`src/rtl/vscale_htif_pcr_responder.sv`:
```
// Core-side HTIF PCR responder: owns tohost/fromhost, serves one host request at a time
// and returns the register value seen before the access.
module vscale_htif_pcr_responder #(
    parameter int                    HTIF_PCR_WIDTH = 64,
    parameter int                    ADDR_WIDTH     = 12,
    parameter logic [ADDR_WIDTH-1:0] TOHOST_ADDR    = 12'h780,
    parameter logic [ADDR_WIDTH-1:0] FROMHOST_ADDR  = 12'h781
) (
    input  logic                      clk,
    input  logic                      reset,
    input  logic                      htif_pcr_req_valid,
    output logic                      htif_pcr_req_ready,
    input  logic                      htif_pcr_req_rw,
    input  logic [ADDR_WIDTH-1:0]     htif_pcr_req_addr,
    input  logic [HTIF_PCR_WIDTH-1:0] htif_pcr_req_data,
    output logic                      htif_pcr_resp_valid,
    input  logic                      htif_pcr_resp_ready,
    output logic [HTIF_PCR_WIDTH-1:0] htif_pcr_resp_data,
    input  logic                      core_csr_wen,
    input  logic [ADDR_WIDTH-1:0]     core_csr_addr,
    input  logic [HTIF_PCR_WIDTH-1:0] core_csr_wdata,
    output logic [HTIF_PCR_WIDTH-1:0] tohost,
    output logic [HTIF_PCR_WIDTH-1:0] fromhost,
    output logic                      htif_irq
);

    typedef enum logic [1:0] {
        ST_IDLE,
        ST_ACCESS,
        ST_RESP
    } state_e;

    state_e                    state_q, state_d;
    logic                      rw_q, rw_d;
    logic [ADDR_WIDTH-1:0]     addr_q, addr_d;
    logic [HTIF_PCR_WIDTH-1:0] data_q, data_d;
    logic [HTIF_PCR_WIDTH-1:0] resp_data_q, resp_data_d;
    logic [HTIF_PCR_WIDTH-1:0] tohost_q, tohost_d;
    logic [HTIF_PCR_WIDTH-1:0] fromhost_q, fromhost_d;

    logic                      host_wr_tohost;
    logic                      host_wr_fromhost;
    logic                      core_wr_tohost;
    logic                      core_wr_fromhost;
    logic [HTIF_PCR_WIDTH-1:0] host_rd_value;

    assign htif_pcr_req_ready  = reset && (state_q == ST_IDLE);
    assign htif_pcr_resp_valid = reset && (state_q == ST_RESP);
    assign htif_pcr_resp_data  = resp_data_q;
    assign tohost              = tohost_q;
    assign fromhost            = fromhost_q;
    assign htif_irq            = (fromhost_q != '0);

    assign host_wr_tohost   = (state_q == ST_ACCESS) && rw_q && (addr_q == TOHOST_ADDR);
    assign host_wr_fromhost = (state_q == ST_ACCESS) && rw_q && (addr_q == FROMHOST_ADDR);
    assign core_wr_tohost   = core_csr_wen && (core_csr_addr == TOHOST_ADDR);
    assign core_wr_fromhost = core_csr_wen && (core_csr_addr == FROMHOST_ADDR);

    // Unmapped addresses read as zero.
    assign host_rd_value = (addr_q == TOHOST_ADDR)   ? tohost_q   :
                           (addr_q == FROMHOST_ADDR) ? fromhost_q : '0;

    // On a same-cycle collision the owner wins: core owns tohost, host owns fromhost.
    assign tohost_d   = core_wr_tohost   ? core_csr_wdata :
                        host_wr_tohost   ? data_q         : tohost_q;
    assign fromhost_d = host_wr_fromhost ? data_q         :
                        core_wr_fromhost ? core_csr_wdata : fromhost_q;

    always_comb begin
        // NOTE: every always_comb output gets a default first so no path infers a latch.
        state_d     = state_q;
        rw_d        = rw_q;
        addr_d      = addr_q;
        data_d      = data_q;
        resp_data_d = resp_data_q;

        unique case (state_q)
            ST_IDLE: begin
                if (htif_pcr_req_valid && htif_pcr_req_ready) begin
                    rw_d    = htif_pcr_req_rw;
                    addr_d  = htif_pcr_req_addr;
                    data_d  = htif_pcr_req_data;
                    state_d = ST_ACCESS;
                end
            end
            ST_ACCESS: begin
                resp_data_d = host_rd_value;
                state_d     = ST_RESP;
            end
            ST_RESP: begin
                if (htif_pcr_resp_valid && htif_pcr_resp_ready) begin
                    state_d = ST_IDLE;
                end
            end
            default: state_d = ST_IDLE;
        endcase
    end

    // NOTE: sequential state uses non-blocking assignments only; reset is synchronous.
    always_ff @(posedge clk) begin
        if (!reset) begin
            state_q     <= ST_IDLE;
            rw_q        <= 1'b0;
            addr_q      <= '0;
            data_q      <= '0;
            resp_data_q <= '0;
            tohost_q    <= '0;
            fromhost_q  <= '0;
        end else begin
            state_q     <= state_d;
            rw_q        <= rw_d;
            addr_q      <= addr_d;
            data_q      <= data_d;
            resp_data_q <= resp_data_d;
            tohost_q    <= tohost_d;
            fromhost_q  <= fromhost_d;
        end
    end

endmodule

```
`config.mk`:
```
export PLATFORM = sky130hd
export DESIGN_NAME = vscale_htif_pcr_responder
export DESIGN_NICKNAME = d
export VERILOG_FILES = /design/src/rtl/vscale_htif_pcr_responder.sv
export SDC_FILE = /design/constraint.sdc
export NUM_CORES = 1
export LEC_CHECK = 0
export CORE_MARGIN = 2
export CORE_UTILIZATION = 51
export DETAILED_ROUTE_END_ITERATION = 16
export HOLD_SLACK_MARGIN = 0.02
export MAX_ROUTING_LAYER = met4
export PLACE_DENSITY = 0.83
export SKIP_LAST_GASP = 1
export SYNTH_ARGS = -nofsm -noshare
export SYNTH_HDL_FRONTEND = slang
export SYNTH_SLANG_ARGS = --single-unit
```
`constraint.sdc`:
```
create_clock -name clk -period 4.9 [get_ports clk]
set_clock_uncertainty 0.15 [all_clocks]
set_input_delay 0.98 -clock clk [delete_from_list [all_inputs] [get_ports clk]]
set_output_delay 0.98 -clock clk [all_outputs]
set_load 0.02 [all_outputs]
```
==> results of run 1 <==
[flip-flops by register name (all words and copies together) (netlist names)]
name and flops:
htif_pcr_resp_data 64, tohost 64, addr_q 12, rw_q 1, data_q 64, fromhost 64
state_q 2
[layout by cell type (no fill, tap or decap), types with 2 or more instances in the layout]
master	Yosys	final
clkdlybuf4s50_1	0	351
nand2_1	348	346
dfxtp_1	271	270
mux2i_1	128	128
o21ai_0	128	128
a21boi_0	78	78
and2_1	64	64
a21oi_1	64	64
o31ai_1	64	64
a31oi_1	64	64
clkbuf_16	0	29
nor4_1	19	18
buf_4	6	11
clkbuf_8	0	10
nand4_1	6	6
clkbuf_1	100	5
clkinv_2	0	4
diode_2	0	3
bufinv_16	0	3
buf_12	0	3
or4_4	2	2
and4b_1	2	2
nor4bb_1	2	2
[routing by layer]
| metal | track usage | vias to the layer above | wire length [um] |
|---|---|---|---|
| met1 | 0.422 | 5358 | 16100 |
| met3 | 0.0437 | 115 | 3260 |
| li1 | - | 5368 | - |
| met5 | - | - | 0 |
| met4 | 0.150 | 0 | 1880 |
| met2 | 0.488 | 610 | 17600 |
[path summary, 6_finish.rpt]
path                            slack [ns]                endpoint
worst min register to register        0.32               addr_q[4]
worst max register to register        1.66  htif_pcr_resp_data[40]
worst min-delay path                  0.32               addr_q[4]
worst max-delay path                  0.74                htif_irq
[area by class of cell]
cell class | instances | area [um2] | area share
inverters | 1 | 3.75 | 0.000232
well taps | 285 | 357 | 0.0220
diodes | 3 | 7.51 | 0.000463
repair buffers | 366 | 3670 | 0.226
flip-flops and latches | 271 | 5430 | 0.335
multi-input cells | 979 | 5740 | 0.354
clock inverters | 8 | 118 | 0.00726
clock buffers | 44 | 882 | 0.0544
[tightest hold or removal path, cell delays in order (launching register included)]
cell and delay (ns):
dfxtp_1 0.31, nand2_1 0.05, a21boi_0 0.06
[power breakdown]
part	internal, mW	switching (mW)
logic	0.174	0.154
registers	2.23	0.0266
clock network	1.39	0.882
[logic make-up after synthesis]
group           after synthesis  synth area share
compound gates              398             0.208
mux                         128             0.110
flops                       271             0.465
simple gates                453             0.172
buf+inv                     122            0.0444
==> impl_metrics.yaml, run 1 <==
pwr:
  power_per_cell_area_nw_per_um2: 300
  ir_drop_v: 0.000243
  power.total_mw: 4.86
  power_leakage_nw: 5.26
clock_tree:
  cts_tree: "yes"
  insertion_delay_ns: 0.53
  cts_max_level: 1
  numCtsBuffers: 29
  cts_post_setup_buffers_inserted: 0
  cts-root-buf: "clkbuf_16"
  clk_path_buf_depth: 3
  cts_hold_buffers: 0
  cts_resized: 0
  clkTransAtPathRegs_ns: 0.06
  clkSinkCount: 271
setup_path:
  slowest_delay_ns: 0.76
  cp.required_ns: 3.77
  path_max_fanout: 4
  worstSetupPathType: "register to primary output"
  end_kind: "primary output"
  path_depth: 4
  crit_path_start: "fromhost[19]"
  worstSetupStartpointType: "register"
  reg2regPathDepth: 5
  worstPathArrival_ns: 3.03
  r2r-start: "state_q[1]"
  crit_slowest_cell: "nor4_1"
  path_buf_inv: 1
  cpLargestDelayFamily: "simple AND/OR/NAND/NOR gates"
  crit_chain: "nor4_1 > nand4_1 > or4_1 > clkdlybuf4s50_1"
synth:
  async_flop_share: 0
  synth_warnings: 0
  synth-edff-count: 0
  synth_top_area_cell: "dfxtp_1"
  syn_nets: 1530
  post-synth-top-count-cell: "nand2_1"
  synth_common_cells: "348 x nand2_1, 271 x dfxtp_1, 128 x mux2i_1, 128 x o21ai_0, 100 x clkbuf_1"
  netlist_instances: 1372
  yosys-top-cells-area: "dfxtp_1 47%, nand2_1 11%, mux2i_1 11%, o21ai_0 5.5%, a21boi_0 5.0%"
  seq_area_frac_synth: 0.465
  yosys_register_bits: 271
  synth_top_area_frac: 0.465
  synth_area_per_cell_um2: 8.50
  synth_cell_type_count: 30
  syn_area_um2: 11700
  yosys_most_used_dff: "dfxtp_1"
die:
  die_h_um: 155
  initial_core_util: 0.516
  die-width_um: 155
  ios: 353
  die_area_um2: 24100
  rows: 55
  coreArea_um2: 22600
global_routing:
  grt_max_degree: 129
  grt_pass1_wl_um: 59800
  antenna_found_initial: 3
  grt_pass1_vias: 10800
  grt.total_usage: 0.320
  grt-ovfl-total: 0
outcome:
  status: "finished, final reports clean"
routing:
  vias: 11500
  first_pass_iters: 5
  drc: 0
  wl_um: 38900
  vias_per_cell: 5.85
  ant_nets: 0
  wl_per_cell_um: 19.9
  drtIter0Drc: 984
place:
  pre_cts_ws_ns: 1.27
  gp_congestion: 0.889
  hpwl_um: 24600
  port_buffers: 352
  dpl-instance-area_um2: 15200
  dp.cells: 1902
cells_and_area:
  areaGrowthSynthToFinish_pct: 39.0
  layout.cells.non_filler: 1957
  fillers: 1738
  nNetsFinal: 1806
  final_util: 0.718
  drive_gt1_frac: 0.0437
  stdcell_area_um2: 16200
timing:
  finalHoldViolations: 0
  rsz0062_at_grt: "no"
  finalCritPeriodShare: 0.849
  max_slew_margin: 0.220
  worst_pin_slew_ns: 1.17
  holdWs_ns: 0.324
  max_freq_mhz: 241
  setup_slack_ns: 0.742
  tns_ns: 0
  drv_slew: 0
  layout_min_cycle_time_ns: 4.16
  setup_viol: 0
min_path:
  worstHoldPathType: "register to register"
  min_from: "addr_q[4]"
  whs_path_depth: 2
job:
  drv_cap: 0
No activity file was read; power rests on OpenSTA's default activity.
==> run 2: changes to the inputs <==
Settings changed: CORE_UTILIZATION 51 to 47, PLACE_DENSITY 0.83 to 0.77.
Clock period 4.9 ns to 4.1 ns, I/O delays scaled along.
==> run 2 against run 1 <==
Against the previous run: worst setup slack lost 0.55 ns; clock power grew 22%; hold slack lost 0.0054 ns; critical path depth is the same; count of clock-buffer cells in the layout shrank 9; critical path type unchanged.
==> impl_metrics.yaml, run 2 (synthesized netlist as in run 1, its figures left out) <==
timing:
  tns_ns: 0
  max_slew_margin: 0.234
  holdWs_ns: 0.319
  worst_pin_slew_ns: 1.15
  finalCritPeriodShare: 0.952
  drv_slew: 0
  layout_min_cycle_time_ns: 3.90
  max_freq_mhz: 256
  finalHoldViolations: 0
  rsz0062_at_grt: "no"
  setup_viol: 0
min_path:
  worstHoldPathType: "register to register"
  min_from: "addr_q[11]"
  whs_endpoint: "addr_q[11]"
  whs_path_depth: 2
routing:
  vias_per_cell: 5.60
  drc: 0
  ant_nets: 0
  wl_um: 38900
  wl_per_cell_um: 19.4
  first_pass_iters: 5
  vias: 11200
  drtIter0Drc: 866
clock_tree:
  numCtsBuffers: 29
  cts_tree: "yes"
  cts_hold_buffers: 0
  cts-root-buf: "clkbuf_16"
  cts_post_setup_buffers_inserted: 0
  cts_resized: 0
  insertion_delay_ns: 0.54
  clkTransAtPathRegs_ns: 0.06
  clk_path_buf_depth: 3
  cts_max_level: 1
  clkSinkCount: 271
cells_and_area:
  final_util: 0.669
  final_common_cell: "clkdlybuf4s50_1"
  stdcell_area_um2: 16300
  nNetsFinal: 1810
  drive_gt1_frac: 0.0478
  areaGrowthSynthToFinish_pct: 39.7
  final_cell_mix: "351 x clkdlybuf4s50_1, 346 x nand2_1, 270 x dfxtp_1, 128 x mux2i_1, 128 x o21ai_0"
  fillers: 2025
setup_path:
  worstPathArrival_ns: 2.93
  reg2reg_slack_ns: 1.27
  worstSetupStartpointType: "register"
  cp.required_ns: 3.13
  path_max_fanout: 4
  timing.rr.end: "fromhost[54]"
  reg2regPathDepth: 5
  r2r-start: "addr_q[3]"
  worstSetupPathType: "register to primary output"
  end_kind: "primary output"
pwr:
  ir_drop_v: 0.000243
  power_leakage_nw: 5.29
  power_per_cell_area_nw_per_um2: 359
  power.total_mw: 5.85
outcome:
  status: "finished, final reports clean"
place:
  gp_congestion: 0.856
  hpwl_um: 25000
  port_buffers: 352
  dpl-instance-area_um2: 15300
die:
  ios: 353
  die_h_um: 161
  rows: 57
  die-width_um: 161
  initial_core_util: 0.479
  coreArea_um2: 24300
  die_area_um2: 26100
global_routing:
  grt-ovfl-total: 0
  grt_pass1_wl_um: 60100
  grt.total_usage: 0.296
  antenna_found_initial: 4
  grt_pass1_vias: 10700
  grt_max_degree: 123
job:
  drv_cap: 0
[run 2: layer usage]
layer / wire length [um] / vias up / global-route usage
met5: 0 / - / -
met1: 16800 / 5297 / 0.382
met4: 1500 / 0 / 0.121
met3: 2750 / 98 / 0.0462
li1: - / 5360 / -
met2: 17900 / 453 / 0.464
[run 2: area by class of cell]
cell class,count,area (um2),area share
antenna,4,10.0,0.000615
clock buffer,35,798,0.0490
clock inverter,16,209,0.0128
inverter,1,3.75,0.000231
multi-input combinational,979,5740,0.352
sequential,271,5430,0.334
tap,324,405,0.0249
timing repair buffer,370,3680,0.226
[run 2: worst max-delay path, stage by stage, from the launching register on]
cell             delay [ns]
dfxtp_1                0.33
nor4_1                 0.65
nand4_1                0.22
or4_1                  0.59
clkdlybuf4s50_1        0.60
[run 2: how the worst max path moves through the flow]
stage	from	end	slack [ns]	cells after the start
after floorplan	reset	data_q[18]	1.34	7
after global placement	fromhost[6]	htif_irq	0.70	4
after detailed placement	fromhost[6]	htif_irq	0.77	4
after CTS	fromhost[6]	htif_irq	0.17	4
after global routing	fromhost[6]	htif_irq	0.14	4
final	fromhost[6]	htif_irq	0.20	4
[run 2: where the power goes]
| group | switching [mW] | total [mW] | internal [mW] |
|---|---|---|---|
| clock | 1.07 | 2.76 | 1.69 |
| sequential | 0.0304 | 2.70 | 2.67 |
| combinational | 0.181 | 0.388 | 0.207 |
[run 2: stage by stage]
stage / instances / worst slack (ns)
final: 2000 / 0.196
after global routing: 2000 / 0.136
after CTS: 1996 / 0.170
after detailed placement: 1945 / 0.766
after global placement: 1945 / 0.695
after floorplan: 1372 / 1.34
==> run 3: changes to the inputs <==
Settings changed: PLACE_DENSITY 0.77 to not set, PLACE_DENSITY_LB_ADDON set to 0.1, SKIP_LAST_GASP 1 to not set.
==> run 3 against run 2 <==
Against the previous run: count of clock-buffer cells in the layout is 10 higher; worst setup slack better by 0.061 ns; sequential share of layout area is 0.22 points higher; critical path depth stayed put; utilization is 0.44 points lower; highest routed layer unchanged; largest power group is now sequential cells; final area is 0.65% lower; non-clock buffer count is 1 higher; hold slack hardly changed; largest cell class unchanged.
==> impl_metrics.yaml, run 3 (synthesized netlist as in run 1, its figures left out) <==
outcome:
  status: "finished, final reports clean"
die:
  ios: 353
  die-width_um: 161
  rows: 57
  die_area_um2: 26100
  die_h_um: 161
  coreArea_um2: 24300
  initial_core_util: 0.479
global_routing:
  grt.total_usage: 0.302
  antenna_found_initial: 1
  grt_max_degree: 136
  grt_pass1_wl_um: 61000
  grt-ovfl-total: 0
  grt_pass1_vias: 10700
clock_tree:
  cts_tree: "yes"
  insertion_delay_ns: 0.54
  cts_resized: 0
  cts_hold_buffers: 0
  numCtsBuffers: 28
  clkSinkCount: 271
  clk_path_buf_depth: 3
  cts_post_setup_buffers_inserted: 0
  cts_max_level: 1
  cts-root-buf: "clkbuf_16"
  clkTransAtPathRegs_ns: 0.06
timing:
  worst_pin_slew_ns: 1.23
  max_freq_mhz: 260
  tns_ns: 0
  max_slew_margin: 0.182
  rsz0062_at_grt: "no"
  drv_slew: 0
  finalHoldViolations: 0
  layout_min_cycle_time_ns: 3.84
  finalCritPeriodShare: 0.937
  setup_viol: 0
routing:
  vias_per_cell: 5.62
  wl_um: 39700
  vias: 11200
  ant_nets: 0
  drc: 0
  wl_per_cell_um: 19.9
  first_pass_iters: 5
  drtIter0Drc: 744
cells_and_area:
  multi_input_area_um2: 5740
  layout.cells.non_filler: 1994
  regArea_um2: 5430
  fillers: 2098
  final_cell_mix: "351 x clkdlybuf4s50_1, 346 x nand2_1, 270 x dfxtp_1, 128 x mux2i_1, 128 x o21ai_0"
  final_common_cell: "clkdlybuf4s50_1"
  nNetsFinal: 1810
  drive_gt1_frac: 0.0419
  areaGrowthSynthToFinish_pct: 38.7
pwr:
  power_leakage_nw: 5.22
  p_seq_frac: 0.488
  switchingPower_mw: 1.24
  sw_frac_of_total: 0.224
  ir_drop_v: 0.000287
  p_clk_frac: 0.441
  power_per_cell_area_nw_per_um2: 343
  pwr-share-comb: 0.071
  power.internal_mw: 4.31
  power.total_mw: 5.54
min_path:
  worstHoldPathType: "register to register"
job:
  drv_cap: 0
setup_path:
  worstPathArrival_ns: 2.87
  worstSetupPathType: "register to primary output"
  cp.required_ns: 3.13
  path_max_fanout: 4
  worstSetupStartpointType: "register"
  end_kind: "primary output"
place:
  hpwl_um: 24900
  dp.cells: 1946
  gp_congestion: 0.860
  port_buffers: 352
[run 3: path summary, 6_finish.rpt]
kind | to | slack [ns] | depth (start not counted) | from
worst max-delay path | htif_irq | 0.26 | 4 | fromhost[28]
worst min-delay path | addr_q[11] | 0.32 | 2 | addr_q[11]
worst max register to register | fromhost[42] | 1.24 | 5 | addr_q[3]
worst min register to register | addr_q[11] | 0.32 | 2 | addr_q[11]
[run 3: final cells by class]
type,instances,area share
multi-input combinational,979,0.355
sequential,271,0.336
timing repair buffer,371,0.230
clock buffer,45,0.0535
tap,324,0.0251
clock inverter,2,0.000619
inverter,1,0.000232
antenna,1,0.000155
[run 3: per-layer routing]
| metal | global-route usage | part of all wire | vias to the layer above |
|---|---|---|---|
| li1 | - | - | 5369 |
| met5 | - | 0 | - |
| met2 | 0.474 | 0.46 | 439 |
| met3 | 0.0524 | 0.071 | 68 |
| met1 | 0.396 | 0.44 | 5323 |
| met4 | 0.0990 | 0.028 | 0 |
[run 3: metrics by stage]
step / hold WS, ns / setup WS (ns) / cell area (um2) / utilization
after global routing: 0.343 / 0.230 / 16200 / 0.665
after floorplan: 0.288 / 1.34 / 11700 / -
after detailed placement: 0.314 / 0.845 / 15300 / 0.629
final: 0.319 / 0.256 / 16200 / 0.665
after CTS: 0.323 / 0.272 / 16200 / 0.665
after global placement: 0.301 / 0.860 / 15300 / 0.629
[run 3: critical path: stages (launching register included)]
cell,delay [ns]
dfxtp_1,0.34
nor4_1,0.61
nand4_1,0.23
or4_1,0.55
clkdlybuf4s50_1,0.61
[run 3: power groups by stage]
stage	sequential [mW]	clock, mW	combinational [mW]
after floorplan	2.75	0	0.171
after global placement	2.76	0	0.390
after detailed placement	2.76	0	0.391
after CTS	2.71	2.47	0.394
after global routing	2.71	2.59	0.426
final	2.71	2.44	0.395
